--- src/rtl/read_fmps_test_link_if.sv ---
// AXI-Stream receive channel for FMPS test-link packets.
// The master drives the beat; the slave answers with a registered tready.
interface read_fmps_test_link_if;
    logic [31:0] tdata;
    logic        tvalid;
    logic        tlast;
    logic        tready;

    modport master (output tdata, output tvalid, output tlast, input tready);
    modport slave  (input tdata, input tvalid, input tlast, output tready);
endinterface

--- src/rtl/read_fmps_test_link.sv ---
// Two-beat FMPS test packet receiver: validates header/data words, tracks per-FA-cycle
// reception mask and good count, and keeps saturating header/data error counters.
module read_fmps_test_link #(
    parameter int          INDEX_WIDTH   = 5,
    parameter logic [15:0] HEADER_MAGIC  = 16'hB6CF,
    parameter logic [15:0] DATA_MAGIC    = 16'hCACA,
    parameter int          ERR_CNT_WIDTH = 16
) (
    input  logic                          auroraUserClk,
    input  logic                          auroraResetN,
    input  logic                          auroraFAstrobe,
    read_fmps_test_link_if.slave          FMPS_TEST_AXI_STREAM_RX,
    output logic                          packetStrobe,
    output logic [INDEX_WIDTH-1:0]        packetIndex,
    output logic [31:0]                   packetData,
    output logic [(2**INDEX_WIDTH)-1:0]   rxMask,
    output logic [7:0]                    goodCount,
    output logic                          errorStrobe,
    output logic [2:0]                    errorCode,
    output logic [ERR_CNT_WIDTH-1:0]      headerErrCount,
    output logic [ERR_CNT_WIDTH-1:0]      dataErrCount
);
    typedef enum logic [1:0] {S_HEADER, S_DATA, S_DRAIN} state_t;

    state_t                        r_state, w_next;
    logic   [INDEX_WIDTH-1:0]      r_index;
    logic   [7:0]                  r_exp_cycle;
    logic                          r_tready;
    logic                          r_pkt_strobe;
    logic   [INDEX_WIDTH-1:0]      r_pkt_index;
    logic   [31:0]                 r_pkt_data;
    logic   [(2**INDEX_WIDTH)-1:0] r_rx_mask;
    logic   [7:0]                  r_good_cnt;
    logic                          r_err_strobe;
    logic   [2:0]                  r_err_code;
    logic   [ERR_CNT_WIDTH-1:0]    r_hdr_err_cnt;
    logic   [ERR_CNT_WIDTH-1:0]    r_dat_err_cnt;

    logic        w_xfer;
    logic [31:0] w_data;
    logic        w_last;
    logic [2:0]  w_code;
    logic        w_good;
    logic        w_latch;
    logic        w_hdr_err;
    logic        w_dat_err;

    assign w_data    = FMPS_TEST_AXI_STREAM_RX.tdata;
    assign w_last    = FMPS_TEST_AXI_STREAM_RX.tlast;
    assign w_xfer    = FMPS_TEST_AXI_STREAM_RX.tvalid && r_tready;
    assign w_hdr_err = (w_code != 3'd0) && (w_code <= 3'd3);
    assign w_dat_err = (w_code >= 3'd4);

    always_ff @(posedge auroraUserClk) begin
        if (!auroraResetN) r_state <= S_HEADER;
        else               r_state <= w_next;
    end

    // Error code 0 means "no error"; data checks use expectedCycle before any FA increment.
    always_comb begin
        w_next  = r_state;
        w_code  = 3'd0;
        w_good  = 1'b0;
        w_latch = 1'b0;
        if (w_xfer) begin
            case (r_state)
                S_HEADER: begin
                    if (w_data[31:16] != HEADER_MAGIC) begin
                        w_code = 3'd1;
                        if (!w_last) w_next = S_DRAIN;
                    end else if (w_last) begin
                        w_code = 3'd2;
                    end else begin
                        w_latch = 1'b1;
                        w_next  = S_DATA;
                    end
                end
                S_DATA: begin
                    w_next = S_HEADER;
                    if (!w_last) begin
                        w_code = 3'd3;
                        w_next = S_DRAIN;
                    end else if (|w_data[31:29])                          w_code = 3'd4;
                    else if (w_data[24 +: INDEX_WIDTH] != r_index)         w_code = 3'd5;
                    else if (w_data[23:8] != DATA_MAGIC)                   w_code = 3'd6;
                    else if (w_data[7:0] != r_exp_cycle)                   w_code = 3'd7;
                    else                                                   w_good = 1'b1;
                end
                S_DRAIN: begin
                    if (w_last) w_next = S_HEADER;
                end
                default: w_next = S_HEADER;
            endcase
        end
    end

    always_ff @(posedge auroraUserClk) begin
        if (!auroraResetN) begin
            r_index       <= '0;
            r_exp_cycle   <= '0;
            r_tready      <= 1'b0;
            r_pkt_strobe  <= 1'b0;
            r_pkt_index   <= '0;
            r_pkt_data    <= '0;
            r_rx_mask     <= '0;
            r_good_cnt    <= '0;
            r_err_strobe  <= 1'b0;
            r_err_code    <= '0;
            r_hdr_err_cnt <= '0;
            r_dat_err_cnt <= '0;
        end else begin
            r_tready     <= 1'b1;
            r_pkt_strobe <= w_good;
            r_err_strobe <= (w_code != 3'd0);
            if (w_code != 3'd0) r_err_code <= w_code;
            if (w_latch) r_index <= w_data[10 +: INDEX_WIDTH];
            if (w_good) begin
                r_pkt_index <= r_index;
                r_pkt_data  <= w_data;
            end
            if (w_hdr_err && (r_hdr_err_cnt != '1)) r_hdr_err_cnt <= r_hdr_err_cnt + 1'b1;
            if (w_dat_err && (r_dat_err_cnt != '1)) r_dat_err_cnt <= r_dat_err_cnt + 1'b1;
            // FA clear takes priority over a good packet decided in the same cycle.
            if (auroraFAstrobe) begin
                r_exp_cycle <= r_exp_cycle + 8'd1;
                r_rx_mask   <= '0;
                r_good_cnt  <= '0;
            end else if (w_good) begin
                r_rx_mask[r_index] <= 1'b1;
                if (r_good_cnt != 8'hFF) r_good_cnt <= r_good_cnt + 8'd1;
            end
        end
    end

    assign FMPS_TEST_AXI_STREAM_RX.tready = r_tready;
    assign packetStrobe   = r_pkt_strobe;
    assign packetIndex    = r_pkt_index;
    assign packetData     = r_pkt_data;
    assign rxMask         = r_rx_mask;
    assign goodCount      = r_good_cnt;
    assign errorStrobe    = r_err_strobe;
    assign errorCode      = r_err_code;
    assign headerErrCount = r_hdr_err_cnt;
    assign dataErrCount   = r_dat_err_cnt;
endmodule

--- src/flat_wrapper.sv ---
// flat-port wrapper written by rule: the top's interface ports become plain ports
module read_fmps_test_link_flat 
#(
    parameter int          INDEX_WIDTH   = 5,
    parameter logic [15:0] HEADER_MAGIC  = 16'hB6CF,
    parameter logic [15:0] DATA_MAGIC    = 16'hCACA,
    parameter int          ERR_CNT_WIDTH = 16
)
  (auroraUserClk, auroraResetN, auroraFAstrobe, packetStrobe, packetIndex, packetData, rxMask, goodCount, errorStrobe, errorCode, headerErrCount, dataErrCount, FMPS_TEST_AXI_STREAM_RX_tdata, FMPS_TEST_AXI_STREAM_RX_tvalid, FMPS_TEST_AXI_STREAM_RX_tlast, FMPS_TEST_AXI_STREAM_RX_tready);
  read_fmps_test_link_if FMPS_TEST_AXI_STREAM_RX_i ();
  input  logic auroraUserClk;
  input  logic auroraResetN;
  input  logic auroraFAstrobe;
  output logic packetStrobe;
  output logic [INDEX_WIDTH-1:0] packetIndex;
  output logic [31:0] packetData;
  output logic [(2**INDEX_WIDTH)-1:0] rxMask;
  output logic [7:0] goodCount;
  output logic errorStrobe;
  output logic [2:0] errorCode;
  output logic [ERR_CNT_WIDTH-1:0] headerErrCount;
  output logic [ERR_CNT_WIDTH-1:0] dataErrCount;
  input wire logic [$bits(FMPS_TEST_AXI_STREAM_RX_i.tdata)-1:0] FMPS_TEST_AXI_STREAM_RX_tdata;
  input wire logic [$bits(FMPS_TEST_AXI_STREAM_RX_i.tvalid)-1:0] FMPS_TEST_AXI_STREAM_RX_tvalid;
  input wire logic [$bits(FMPS_TEST_AXI_STREAM_RX_i.tlast)-1:0] FMPS_TEST_AXI_STREAM_RX_tlast;
  output wire logic [$bits(FMPS_TEST_AXI_STREAM_RX_i.tready)-1:0] FMPS_TEST_AXI_STREAM_RX_tready;
  assign FMPS_TEST_AXI_STREAM_RX_i.tdata = FMPS_TEST_AXI_STREAM_RX_tdata;
  assign FMPS_TEST_AXI_STREAM_RX_i.tvalid = FMPS_TEST_AXI_STREAM_RX_tvalid;
  assign FMPS_TEST_AXI_STREAM_RX_i.tlast = FMPS_TEST_AXI_STREAM_RX_tlast;
  assign FMPS_TEST_AXI_STREAM_RX_tready = FMPS_TEST_AXI_STREAM_RX_i.tready;
  read_fmps_test_link #(.INDEX_WIDTH(INDEX_WIDTH), .HEADER_MAGIC(HEADER_MAGIC), .DATA_MAGIC(DATA_MAGIC), .ERR_CNT_WIDTH(ERR_CNT_WIDTH)) u_core (.auroraUserClk(auroraUserClk), .auroraResetN(auroraResetN), .auroraFAstrobe(auroraFAstrobe), .FMPS_TEST_AXI_STREAM_RX(FMPS_TEST_AXI_STREAM_RX_i), .packetStrobe(packetStrobe), .packetIndex(packetIndex), .packetData(packetData), .rxMask(rxMask), .goodCount(goodCount), .errorStrobe(errorStrobe), .errorCode(errorCode), .headerErrCount(headerErrCount), .dataErrCount(dataErrCount));
endmodule
--- config.mk ---
export PLATFORM = sky130hd
export DESIGN_NAME = read_fmps_test_link_flat
export DESIGN_NICKNAME = d
export VERILOG_FILES = /design/src/rtl/read_fmps_test_link_if.sv /design/src/rtl/read_fmps_test_link.sv /design/src/flat_wrapper.sv
export SDC_FILE = /design/constraint.sdc
export NUM_CORES = 1
export LEC_CHECK = 0
export CAP_MARGIN = 15
export CORE_MARGIN = 2
export CORE_UTILIZATION = 46
export CTS_CLUSTER_SIZE = 20
export DETAILED_ROUTE_END_ITERATION = 7
export PLACE_DENSITY_LB_ADDON = 0.15
export SLEW_MARGIN = 20
export SYNTH_ARGS = -nofsm -noshare
export SYNTH_HDL_FRONTEND = slang
export SYNTH_SLANG_ARGS = --single-unit
--- constraint.sdc ---
create_clock -name auroraUserClk -period 2.84 [get_ports auroraUserClk]
set_input_delay 0.568 -clock auroraUserClk [delete_from_list [all_inputs] [get_ports auroraUserClk]]
set_output_delay 0.568 -clock auroraUserClk [all_outputs]
set_load 0.03 [all_outputs]
==> results of run 1 <==
synth_stat cells (5+ instances only):
library cell               number  area share
sky130_fd_sc_hd__a21boi_0      34       0.047
sky130_fd_sc_hd__a21boi_1       7      0.0096
sky130_fd_sc_hd__a21oi_1       15       0.014
sky130_fd_sc_hd__a31oi_1       21       0.024
sky130_fd_sc_hd__and2_1        14       0.016
sky130_fd_sc_hd__and3_1        23       0.026
sky130_fd_sc_hd__buf_2          8      0.0073
sky130_fd_sc_hd__clkbuf_1      27       0.019
sky130_fd_sc_hd__dfxtp_1      130        0.48
sky130_fd_sc_hd__inv_1          5      0.0034
sky130_fd_sc_hd__mux2i_1       11       0.020
sky130_fd_sc_hd__nand2_1       62       0.043
sky130_fd_sc_hd__nand2b_1       8      0.0092
sky130_fd_sc_hd__nand3_1       23       0.021
sky130_fd_sc_hd__nand4_1       14       0.016
sky130_fd_sc_hd__nor2_1        48       0.033
sky130_fd_sc_hd__nor2b_1       12       0.014
sky130_fd_sc_hd__nor3_1         8      0.0073
sky130_fd_sc_hd__o21a_1         8       0.011
sky130_fd_sc_hd__o21ai_0       19       0.017
sky130_fd_sc_hd__o31ai_1        9       0.012
sky130_fd_sc_hd__or3_1         16       0.018
sky130_fd_sc_hd__or4_1          8       0.011
sky130_fd_sc_hd__xnor2_1       17       0.027
sky130_fd_sc_hd__xor2_1        12       0.019
timing repair:
| item | in CTS | in global routing |
|---|---|---|
| cloned | 1 | 1 |
| pin swaps | 1 | 1 |
| buffers inserted | 0 | 0 |
| hold buffers | 0 | 0 |
| resized for setup | 0 | 4 |
| endpoints found under the setup margin | 1 | 10 |
worst reg2reg max path: cells and delay by family, from the launching register on:
family	cells	cell delay, ns
flops	1	0.54
xor+xnor	1	0.12
simple gates	3	1.12
compound gates	3	0.60
stage by stage:
| step | setup TNS, ns | area (um2) | util | power [mW] | hold slack [ns] |
|---|---|---|---|---|---|
| floorplan | 0 | 5460 | - | 1.97 | 0.477 |
| global placement | -2.61 | 7210 | 0.626 | 2.06 | 0.445 |
| detailed placement | -4.59 | 7210 | 0.626 | 2.07 | 0.453 |
| CTS | 0 | 7820 | 0.679 | 4.23 | 0.467 |
| global route | 0 | 7860 | 0.682 | 4.33 | 0.487 |
| finish | 0 | 7860 | 0.682 | 4.20 | 0.463 |
state kept, by name, indices dropped and copies added, names as in the netlist:
signal,cells
u_core.packetData,32
u_core.rxMask,32
u_core.dataErrCount,16
u_core.headerErrCount,16
u_core.goodCount,8
u_core.r_exp_cycle,8
u_core.packetIndex,5
u_core.r_index,5
u_core.errorCode,3
u_core.r_state,2
u_core.FMPS_TEST_AXI_STREAM_RX.tready,1
u_core.errorStrobe,1
u_core.packetStrobe,1
path summary, 6_finish.rpt:
path	endpoint	slack, ns	startpoint	cells past startpoint
setup / recovery	u_core.headerErrCount[5]	0.13	FMPS_TEST_AXI_STREAM_RX_tdata[28]	8
hold / removal	u_core.packetData[9]	0.46	u_core.packetData[9]	1
setup reg to reg	u_core.headerErrCount[5]	0.39	u_core.r_index[4]	7
hold reg to reg	u_core.packetData[9]	0.46	u_core.packetData[9]	1
report_power, final:
group	switching [mW]	internal [mW]
Sequential	0.00941	1.83
Combinational	0.0875	0.101
Clock	0.808	1.36
metal layers:
layer | vias up | global-route usage | part of all wire | routed length [um]
met3 | 17 | 0.0670 | 0.061 | 884
met2 | 142 | 0.384 | 0.49 | 6990
met1 | 2343 | 0.283 | 0.44 | 6320
met4 | 0 | 0.0764 | 0.013 | 189
met5 | - | 0 | 0 | 0
li1 | 2453 | - | - | -
cell families (layout without fill, tap and decap cells):
family	Yosys count	after routing	synth area share
muxes	11	11	0.0202
adders and majority gates	4	4	0.00917
and+or+nand+nor	257	257	0.257
buffers and inverters	42	216	0.0328
AOI/OAI and AO/OA	125	127	0.158
xor gates and xnor gates	29	29	0.0465
DFF	130	130	0.477
final cells by class:
type	instances	area (um2)
clock buffers	20	467
flip-flops and latches	130	2600
multi-input cells	428	2730
clock inverters	12	131
inverters	5	18.8
well taps	143	179
repair buffers	179	1730
fillers	940	3660
==> metrics.txt, run 1 <==
# TYPE chip_impl_metric gauge
chip_impl_metric{name="synth-edff-count",unit=""} 0
chip_impl_metric{name="num_io_pins",unit=""} 152
chip_impl_metric{name="syn-instance-count",unit=""} 598
chip_impl_metric{name="row_count",unit=""} 39
chip_impl_metric{name="route.detailed.drc",unit=""} 11
chip_impl_metric{name="number_of_drc_markers_after_the_initial_detailed_route_iteration",unit=""} 266
chip_impl_metric{name="syn-num-nets",unit=""} 639
chip_impl_metric{name="clock-skew-final",unit="ns"} 0.00782
chip_impl_metric{name="layout-drive-gt1-share",unit=""} 0.102
chip_impl_info{name="mostFrequentLayoutCells",value="150 x sky130_fd_sc_hd__clkdlybuf4s50_1, 130 x sky130_fd_sc_hd__dfxtp_1, 62 x sky130_fd_sc_hd__nand2_1, 48 x sky130_fd_sc_hd__nor2_1, 34 x sky130_fd_sc_hd__a21boi_0"} 1
chip_impl_metric{name="min_period_over_period",unit=""} 0.954
chip_impl_metric{name="placement.setup.worst_slack",unit="ns"} -0.358
chip_impl_info{name="synth-main-ff-cell",value="sky130_fd_sc_hd__dfxtp_1"} 1
chip_impl_metric{name="tightestPinTransition",unit="ns"} 0.831
chip_impl_metric{name="power.density_cell_area",unit="nW/um2"} 534
chip_impl_metric{name="gp_congestion",unit=""} 0.810
chip_impl_metric{name="die_area",unit="um2"} 12800
chip_impl_info{name="criticalPathCategory",value="in -> reg"} 1
chip_impl_info{name="grt_setup_unrepaired",value="no"} 1
chip_impl_metric{name="detailroute.via_count",unit=""} 4955
chip_impl_metric{name="drt_pre_antenna_iters",unit=""} 7
chip_impl_metric{name="die_h",unit="um"} 113
chip_impl_info{name="crit_slowest_cell",value="sky130_fd_sc_hd__clkdlybuf4s50_1"} 1
chip_impl_metric{name="cp_data_required_time",unit="ns"} 3.18
chip_impl_metric{name="timing.max_slew.rel_slack",unit=""} 0.445
chip_impl_metric{name="synth_cell_types",unit=""} 50
chip_impl_metric{name="number_of_antenna_violations_at_the_first_check_in_global_routing",unit=""} 0
chip_impl_metric{name="detail_route.wirelength",unit="um"} 14400
chip_impl_metric{name="core_region_area",unit="um2"} 11500
chip_impl_metric{name="max_stage_delay",unit="ns"} 0.55
chip_impl_metric{name="place_hpwl",unit="um"} 10000
chip_impl_metric{name="cts_inserted_buffers",unit=""} 17
chip_impl_metric{name="worstSkewPairLatency",unit="ns"} 0.41
chip_impl_metric{name="slew_violations",unit=""} 0
chip_impl_metric{name="antennaDiodeCount",unit=""} 0
chip_impl_metric{name="number_of_global_route_vias_before_repair",unit=""} 4866
chip_impl_metric{name="post_route_insts_no_fill",unit=""} 917
chip_impl_info{name="run_status",value="finished, violations left"} 1
chip_impl_info{name="clock_tree.root_cell",value="sky130_fd_sc_hd__clkbuf_16"} 1
chip_impl_metric{name="timing.final.hold_violations",unit=""} 0
chip_impl_info{name="violations",value="design-rule violations"} 1
chip_impl_metric{name="initial_utilization",unit=""} 0.474
chip_impl_metric{name="cts.clk_slew.worst_paths",unit="ns"} 0.05
chip_impl_metric{name="area_growth",unit="%"} 44.0
chip_impl_metric{name="ys_ff_latch",unit=""} 130
chip_impl_metric{name="route.detailed.wl_per_inst",unit="um"} 15.7
chip_impl_metric{name="horiz_die_dim",unit="um"} 113
chip_impl_metric{name="setup_slack",unit="ns"} 0.132
chip_impl_metric{name="buffer_ports.inserted",unit=""} 151
chip_impl_info{name="hold_path.class",value="reg -> reg"} 1
chip_impl_metric{name="leakage_power_figure",unit="nW"} 2.74
chip_impl_metric{name="final_antenna_net_count",unit=""} 0
chip_impl_metric{name="yosysWarnings",unit=""} 0
chip_impl_metric{name="finalNetCount",unit=""} 802
chip_impl_metric{name="crit_buf_inv",unit=""} 1
chip_impl_metric{name="grt_first_pass_wirelength",unit="um"} 23500
chip_impl_metric{name="synthArstFlopShare",unit=""} 0
chip_impl_metric{name="syn_avg_cell_area",unit="um2"} 9.13
chip_impl_metric{name="post_synth_instance_area",unit="um2"} 5460
chip_impl_metric{name="numClockSinks",unit=""} 130
chip_impl_metric{name="grt_max_degree",unit=""} 61
chip_impl_metric{name="worst_ep_arrival_time",unit="ns"} 3.05
chip_impl_info{name="start_kind",value="primary input"} 1
chip_impl_metric{name="maxCapViolCount",unit=""} 0
chip_impl_metric{name="routed_via_density",unit=""} 5.40
chip_impl_metric{name="worst_ir_drop_vdd",unit="uV"} 351
chip_impl_metric{name="maxClockFrequency",unit="GHz"} 0.369
chip_impl_metric{name="cts.path.max_buffers",unit=""} 2
chip_impl_info{name="timing.critical_path.to_type",value="flop"} 1
chip_impl_metric{name="h-tree-depth",unit=""} 4
chip_impl_metric{name="synth.yosys.seq_area_share",unit=""} 0.477
chip_impl_metric{name="dpl.cell_count",unit=""} 883
chip_impl_metric{name="track_usage",unit=""} 0.229
chip_impl_info{name="tritoncts_clock_tree",value="yes"} 1
chip_impl_info{name="mostFrequentLayoutCell",value="sky130_fd_sc_hd__clkdlybuf4s50_1"} 1
chip_impl_metric{name="setup-violations-final",unit=""} 0
chip_impl_metric{name="global_route.overflow_total",unit=""} 0
chip_impl_info{name="cell_family_with_most_cp_delay",value="simple AND/OR/NAND/NOR gates"} 1
chip_impl_metric{name="critical_path_peak_fanout",unit=""} 7
chip_impl_metric{name="finalWorstPathRequiredPeriod",unit="ns"} 2.71
chip_impl_info{name="crit_path_cell_trace",value="clkdlybuf4s50_1 -> nand4b_4 -> or4_4 -> o21ai_2 -> o2bb2ai_4 -> o211ai_2 -> or4_1 -> a21boi_1"} 1
Note: power is estimated with default switching activity, not from simulation.
==> run 2: changes to the inputs <==
- CORE_MARGIN: 2 -> 5
==> metrics.txt, run 2 (synthesis gave the netlist of run 1 again) <==
# TYPE chip_impl_metric gauge
chip_impl_info{name="regToRegStartpoint",value="u_core.r_index[4]"} 1
chip_impl_info{name="crit_slowest_cell",value="sky130_fd_sc_hd__or4_4"} 1
chip_impl_metric{name="number_of_global_route_vias_before_repair",unit=""} 4911
chip_impl_metric{name="number_of_drc_markers_after_the_initial_detailed_route_iteration",unit=""} 389
chip_impl_info{name="start_kind",value="primary input"} 1
chip_impl_metric{name="route.detailed.drc",unit=""} 0
chip_impl_metric{name="track_usage",unit=""} 0.210
chip_impl_metric{name="placement.setup.worst_slack",unit="ns"} -0.328
chip_impl_metric{name="critical_path_peak_fanout",unit=""} 14
chip_impl_metric{name="antennaDiodeCount",unit=""} 0
chip_impl_info{name="timing.critical_path.to_type",value="flop"} 1
chip_impl_metric{name="buffer_ports.inserted",unit=""} 151
chip_impl_metric{name="horiz_die_dim",unit="um"} 119
chip_impl_metric{name="tightestPinTransition",unit="ns"} 0.757
chip_impl_metric{name="cts.clk_slew.worst_paths",unit="ns"} 0.06
chip_impl_metric{name="power.density_cell_area",unit="nW/um2"} 550
chip_impl_metric{name="routed_via_density",unit=""} 5.46
chip_impl_metric{name="cts_inserted_buffers",unit=""} 17
chip_impl_metric{name="initial_utilization",unit=""} 0.474
chip_impl_info{name="criticalPathCategory",value="in -> reg"} 1
chip_impl_info{name="hold_path.class",value="reg -> reg"} 1
chip_impl_metric{name="total_power",unit="mW"} 4.33
chip_impl_metric{name="area_growth",unit="%"} 44.3
chip_impl_metric{name="die_area",unit="um2"} 14100
chip_impl_info{name="run_status",value="finished, final reports clean"} 1
chip_impl_metric{name="layout.filler_cells",unit=""} 903
chip_impl_metric{name="worst_ep_arrival_time",unit="ns"} 3.08
chip_impl_metric{name="setup_slack",unit="ns"} 0.115
chip_impl_metric{name="place_hpwl",unit="um"} 10700
chip_impl_metric{name="max_stage_delay",unit="ns"} 0.56
chip_impl_metric{name="layout-drive-gt1-share",unit=""} 0.0997
chip_impl_metric{name="p_int",unit="mW"} 3.41
chip_impl_info{name="crit-reg2reg-capture",value="u_core.headerErrCount[13]"} 1
chip_impl_metric{name="detail_route.wirelength",unit="um"} 15100
chip_impl_metric{name="die_h",unit="um"} 119
chip_impl_info{name="crit_path_cell_trace",value="clkdlybuf4s50_1 -> nand4b_4 -> or4_4 -> o21ai_2 -> o2bb2ai_2 -> o211ai_4 -> or4_1 -> a21boi_1"} 1
chip_impl_metric{name="whs_path_depth",unit=""} 1
chip_impl_info{name="mostFrequentLayoutCell",value="sky130_fd_sc_hd__clkdlybuf4s50_1"} 1
chip_impl_metric{name="grt_max_degree",unit=""} 43
chip_impl_metric{name="dpl.cell_count",unit=""} 882
chip_impl_metric{name="grt_first_pass_wirelength",unit="um"} 24100
chip_impl_info{name="grt_setup_unrepaired",value="no"} 1
chip_impl_metric{name="clock-skew-final",unit="ns"} 0.00769
chip_impl_metric{name="finalCoreUtilization",unit=""} 0.684
chip_impl_metric{name="switch_share",unit=""} 0.212
chip_impl_metric{name="route.detailed.wl_per_inst",unit="um"} 16.5
chip_impl_metric{name="slew_violations",unit=""} 0
chip_impl_metric{name="maxCapViolCount",unit=""} 0
chip_impl_metric{name="numClockSinks",unit=""} 130
chip_impl_metric{name="post_route_insts_no_fill",unit=""} 915
chip_impl_metric{name="worst_ir_drop_vdd",unit="uV"} 506
chip_impl_metric{name="finalNetCount",unit=""} 800
chip_impl_info{name="hold-path-endpoint",value="u_core.packetData[9]"} 1
chip_impl_metric{name="maxClockFrequency",unit="GHz"} 0.367
chip_impl_metric{name="num_io_pins",unit=""} 152
chip_impl_metric{name="finalWorstPathRequiredPeriod",unit="ns"} 2.72
chip_impl_metric{name="row_count",unit=""} 39
chip_impl_metric{name="setup-violations-final",unit=""} 0
chip_impl_metric{name="dp_area",unit="um2"} 7200
chip_impl_metric{name="leakage_power_figure",unit="nW"} 2.75
chip_impl_metric{name="cts.path.max_buffers",unit=""} 2
chip_impl_metric{name="core_region_area",unit="um2"} 11500
chip_impl_metric{name="sequential_share_of_power",unit=""} 0.425
chip_impl_metric{name="worst-r2r-setup-slack",unit="ns"} 0.34
chip_impl_metric{name="number_of_antenna_violations_at_the_first_check_in_global_routing",unit=""} 0
chip_impl_info{name="tritoncts_clock_tree",value="yes"} 1
chip_impl_metric{name="r2r.worst_path.cells",unit=""} 7
chip_impl_metric{name="cp_data_required_time",unit="ns"} 3.19
chip_impl_metric{name="crit_buf_inv",unit=""} 1
chip_impl_info{name="holdCritStartpoint",value="u_core.packetData[9]"} 1
chip_impl_metric{name="timing.final.hold_violations",unit=""} 0
chip_impl_metric{name="gp_congestion",unit=""} 0.851
chip_impl_metric{name="drt_pre_antenna_iters",unit=""} 4
chip_impl_info{name="cell_family_with_most_cp_delay",value="simple AND/OR/NAND/NOR gates"} 1
chip_impl_metric{name="clock_power_share",unit=""} 0.531
chip_impl_metric{name="design_area",unit="um2"} 7880
chip_impl_info{name="mostFrequentLayoutCells",value="150 x sky130_fd_sc_hd__clkdlybuf4s50_1, 130 x sky130_fd_sc_hd__dfxtp_1, 62 x sky130_fd_sc_hd__nand2_1, 48 x sky130_fd_sc_hd__nor2_1, 34 x sky130_fd_sc_hd__a21boi_0"} 1
chip_impl_metric{name="power.switching",unit="mW"} 0.919
chip_impl_info{name="clock_tree.root_cell",value="sky130_fd_sc_hd__clkbuf_16"} 1
chip_impl_metric{name="pwr-share-comb",unit=""} 0.043
chip_impl_metric{name="worstSkewPairLatency",unit="ns"} 0.42
chip_impl_metric{name="final_antenna_net_count",unit=""} 0
chip_impl_metric{name="global_route.overflow_total",unit=""} 0
chip_impl_metric{name="timing.max_slew.rel_slack",unit=""} 0.494
chip_impl_metric{name="h-tree-depth",unit=""} 4
chip_impl_metric{name="min_period_over_period",unit=""} 0.959
chip_impl_metric{name="detailroute.via_count",unit=""} 4999
## run 2: worst max-delay path by stage
stage,startpoint,to,slack (ns),cells past startpoint
final,FMPS_TEST_AXI_STREAM_RX_tdata[16],u_core.headerErrCount[13],0.12,8
after global routing,FMPS_TEST_AXI_STREAM_RX_tdata[12],u_core.headerErrCount[13],0.01,8
after CTS,FMPS_TEST_AXI_STREAM_RX_tdata[16],u_core.headerErrCount[13],0.12,8
after detailed placement,FMPS_TEST_AXI_STREAM_RX_tdata[16],u_core.headerErrCount[13],-0.33,8
after global placement,FMPS_TEST_AXI_STREAM_RX_tdata[16],u_core.headerErrCount[5],-0.23,8
after floorplan,FMPS_TEST_AXI_STREAM_RX_tdata[21],u_core.headerErrCount[11],0.41,8
## run 2: metrics by stage
stage / hold slack, ns / setup TNS, ns
after floorplan: 0.477 / 0
after global placement: 0.445 / -5.82
after detailed placement: 0.454 / -7.15
after CTS: 0.467 / 0
after global routing: 0.476 / 0
final: 0.461 / 0
## run 2: what timing repair did
item	4_1_cts	5_1_grt
resized for setup	0	3
setup buffers	0	0
hold buffers	0	0
endpoints found under the setup margin	0	14
## run 2: routing by layer
metal | up-vias | track usage | wire length [um]
met2 | 143 | 0.336 | 7200
li1 | 2453 | - | -
met1 | 2381 | 0.255 | 6560
met5 | - | 0 | 0
met3 | 22 | 0.0777 | 1090
met4 | 0 | 0.0847 | 251
## run 2: area by class of cell
class                   instances  area [um2]  area share
inverters                       5        18.8     0.00238
well taps                     143         179      0.0227
clock inverters                11         153      0.0194
repair buffers                178        1720       0.219
clock buffers                  21         480      0.0610
flip-flops and latches        130        2600       0.330
multi-input cells             427        2720       0.345
## run 2: power by group through the flow
| stage | clock (mW) | sequential (mW) | combinational [mW] |
|---|---|---|---|
| floorplan | 0 | 1.89 | 0.0816 |
| global placement | 0 | 1.88 | 0.178 |
| detailed placement | 0 | 1.88 | 0.183 |
| CTS | 2.33 | 1.84 | 0.183 |
| global route | 2.41 | 1.84 | 0.203 |
| finish | 2.30 | 1.84 | 0.188 |
==> run 3: changes to the inputs <==
- CORE_UTILIZATION: 46 -> 43
- MAX_ROUTING_LAYER: unset -> met4
- clock period: 2.84 -> 2.5 ns (I/O delays scaled with it)
==> metrics.txt, run 3 (synthesis gave the netlist of run 1 again) <==
# TYPE chip_impl_metric gauge
chip_impl_metric{name="cp_data_required_time",unit="ns"} 2.84
chip_impl_metric{name="core_region_area",unit="um2"} 12500
chip_impl_metric{name="dp_area",unit="um2"} 7380
chip_impl_metric{name="timing.final.hold_violations",unit=""} 0
chip_impl_info{name="start_kind",value="primary input"} 1
chip_impl_metric{name="placement.setup.worst_slack",unit="ns"} -0.600
chip_impl_metric{name="cts_hold_repair.buffers",unit=""} 0
chip_impl_metric{name="critical_path_peak_fanout",unit=""} 7
chip_impl_metric{name="cts_inserted_buffers",unit=""} 17
chip_impl_metric{name="number_of_drc_markers_after_the_initial_detailed_route_iteration",unit=""} 303
chip_impl_metric{name="worstSkewPairLatency",unit="ns"} 0.42
chip_impl_metric{name="row_count",unit=""} 41
chip_impl_metric{name="finalCoreUtilization",unit=""} 0.656
chip_impl_metric{name="timing.max_slew.rel_slack",unit=""} 0.523
chip_impl_metric{name="maxCapViolCount",unit=""} 0
chip_impl_metric{name="worst_ir_drop_vdd",unit="uV"} 455
chip_impl_metric{name="finalWorstPathRequiredPeriod",unit="ns"} 2.43
chip_impl_metric{name="drt_pre_antenna_iters",unit=""} 4
chip_impl_metric{name="die_h",unit="um"} 123
chip_impl_metric{name="track_usage",unit=""} 0.211
chip_impl_metric{name="number_of_antenna_violations_at_the_first_check_in_global_routing",unit=""} 4
chip_impl_metric{name="slew_violations",unit=""} 0
chip_impl_metric{name="setup-violations-final",unit=""} 0
chip_impl_metric{name="gp_congestion",unit=""} 0.820
chip_impl_metric{name="area_growth",unit="%"} 50.4
chip_impl_metric{name="place_hpwl",unit="um"} 10800
chip_impl_metric{name="die_area",unit="um2"} 15000
chip_impl_metric{name="route.detailed.drc",unit=""} 0
chip_impl_metric{name="detail_route.wirelength",unit="um"} 15300
chip_impl_info{name="timing.critical_path.to_type",value="flop"} 1
chip_impl_metric{name="horiz_die_dim",unit="um"} 123
chip_impl_info{name="run_status",value="finished, final reports clean"} 1
chip_impl_metric{name="global_route.overflow_total",unit=""} 0
chip_impl_metric{name="tightestPinTransition",unit="ns"} 0.715
chip_impl_metric{name="layout-drive-gt1-share",unit=""} 0.128
chip_impl_metric{name="setup_slack",unit="ns"} 0.0667
chip_impl_info{name="worstSetupStartpoint",value="FMPS_TEST_AXI_STREAM_RX_tdata[8]"} 1
chip_impl_metric{name="number_of_global_route_vias_before_repair",unit=""} 4956
chip_impl_metric{name="area.sequential",unit="um2"} 2600
chip_impl_info{name="regToRegStartpoint",value="u_core.r_index[0]"} 1
chip_impl_metric{name="routed_via_density",unit=""} 5.26
chip_impl_metric{name="design_area",unit="um2"} 8210
chip_impl_metric{name="min_period_over_period",unit=""} 0.973
chip_impl_metric{name="h-tree-depth",unit=""} 4
chip_impl_metric{name="r2r.worst_path.cells",unit=""} 8
chip_impl_metric{name="numClockSinks",unit=""} 130
chip_impl_metric{name="cts.path.max_buffers",unit=""} 2
chip_impl_metric{name="multi_input_area",unit="um2"} 2830
chip_impl_metric{name="grt_max_degree",unit=""} 41
chip_impl_metric{name="buffer_ports.inserted",unit=""} 151
chip_impl_info{name="hold_path.class",value="in -> reg"} 1
chip_impl_metric{name="leakage_power_figure",unit="nW"} 3.02
chip_impl_info{name="mostFrequentLayoutCell",value="sky130_fd_sc_hd__clkdlybuf4s50_1"} 1
chip_impl_info{name="criticalPathCategory",value="in -> reg"} 1
chip_impl_metric{name="power.density_cell_area",unit="nW/um2"} 579
chip_impl_info{name="clock_tree.root_cell",value="sky130_fd_sc_hd__clkbuf_16"} 1
chip_impl_metric{name="grt_first_pass_wirelength",unit="um"} 24300
chip_impl_metric{name="final_antenna_net_count",unit=""} 0
chip_impl_metric{name="fin_tns_setup",unit="ns"} 0
chip_impl_metric{name="clock-skew-final",unit="ns"} 0.00596
chip_impl_metric{name="route.detailed.wl_per_inst",unit="um"} 15.8
chip_impl_info{name="mostFrequentLayoutCells",value="134 x sky130_fd_sc_hd__clkdlybuf4s50_1, 130 x sky130_fd_sc_hd__dfxtp_1, 62 x sky130_fd_sc_hd__nand2_1, 48 x sky130_fd_sc_hd__nor2_1, 41 x sky130_fd_sc_hd__buf_4"} 1
chip_impl_metric{name="detailroute.via_count",unit=""} 5092
chip_impl_metric{name="finalNetCount",unit=""} 821
chip_impl_info{name="crit_path_end",value="u_core.headerErrCount[5]"} 1
chip_impl_metric{name="initial_utilization",unit=""} 0.436
chip_impl_metric{name="hold_slack",unit="ns"} 0.441
chip_impl_metric{name="cts.clk_slew.worst_paths",unit="ns"} 0.06
chip_impl_metric{name="worst_ep_arrival_time",unit="ns"} 2.78
chip_impl_info{name="tritoncts_clock_tree",value="yes"} 1
chip_impl_metric{name="layout.filler_cells",unit=""} 1061
chip_impl_metric{name="maxClockFrequency",unit="GHz"} 0.411
chip_impl_metric{name="worst-r2r-setup-slack",unit="ns"} 0.25
chip_impl_metric{name="num_io_pins",unit=""} 152
chip_impl_info{name="crit-reg2reg-capture",value="u_core.headerErrCount[5]"} 1
[run 3: cell types whose count changed in the layout (fill, tap and decap cells not counted), moves of 3 or more]
cell / delta
sky130_fd_sc_hd__buf_12: +3
sky130_fd_sc_hd__buf_4: +15
sky130_fd_sc_hd__clkdlybuf4s50_1: -16
sky130_fd_sc_hd__clkinv_4: -3
sky130_fd_sc_hd__diode_2: +4
sky130_fd_sc_hd__dlygate4sd2_1: +3
sky130_fd_sc_hd__dlymetal6s2s_1: +13
[run 3: routing by layer]
layer / vias to the layer above / track usage / part of all wire
li1: 2487 / - / -
met4: 0 / 0.0777 / 0.015
met3: 23 / 0.0691 / 0.074
met5: - / - / 0
met1: 2418 / 0.259 / 0.44
met2: 164 / 0.323 / 0.47
[run 3: worst min-delay path by stage]
stage / from / end / depth (start not counted)
final: auroraResetN / u_core.FMPS_TEST_AXI_STREAM_RX.tready / 1
after detailed placement: u_core.packetData[15] / u_core.packetData[15] / 1
after global routing: auroraResetN / u_core.FMPS_TEST_AXI_STREAM_RX.tready / 1
after CTS: auroraResetN / u_core.FMPS_TEST_AXI_STREAM_RX.tready / 1
after floorplan: u_core.r_exp_cycle[7] / u_core.r_exp_cycle[7] / 2
after global placement: u_core.packetData[11] / u_core.packetData[11] / 1
[run 3: power breakdown]
group          internal, mW  total (mW)  switching (mW)  leakage [nW]
clock network          1.54        2.42           0.888         0.278
registers              2.08        2.09         0.00942          1.05
logic                 0.125       0.234           0.109          1.69
[run 3: through the flow]
stage          instances  power (mW)
2_1_floorplan        598        2.24
3_3_place_gp         927        2.35
3_5_place_dp         927        2.35
4_1_cts              962        4.78
5_1_grt              968        4.91
6_report             968        4.75
[run 3: repair_timing]
item                                   CTS  global route
gates cloned                             2             0
endpoints found under the hold margin    0             0
buffers inserted                         2             2
setup endpoints to repair               16            70
resized for setup                       12            25
pin swaps                                8            19
[run 3: layout make-up]
cell class	instances	share of cell area
Multi-Input combinational cell	428	0.345
Sequential cell	130	0.317
Timing Repair Buffer	198	0.237
Clock buffer	22	0.0578
Tap cell	172	0.0262
Clock inverter	9	0.0130
Inverter	5	0.00229
Antenna cell	4	0.00122
[run 3: worst max-delay path: stages]
cell                              delay [ns]
sky130_fd_sc_hd__clkdlybuf4s50_1        0.41
sky130_fd_sc_hd__nand4bb_4              0.26
sky130_fd_sc_hd__nor4_4                 0.30
sky130_fd_sc_hd__nor3b_4                0.28
sky130_fd_sc_hd__a21o_4                 0.22
sky130_fd_sc_hd__o211ai_4               0.12
sky130_fd_sc_hd__or4_1                  0.53
sky130_fd_sc_hd__a21boi_1               0.16
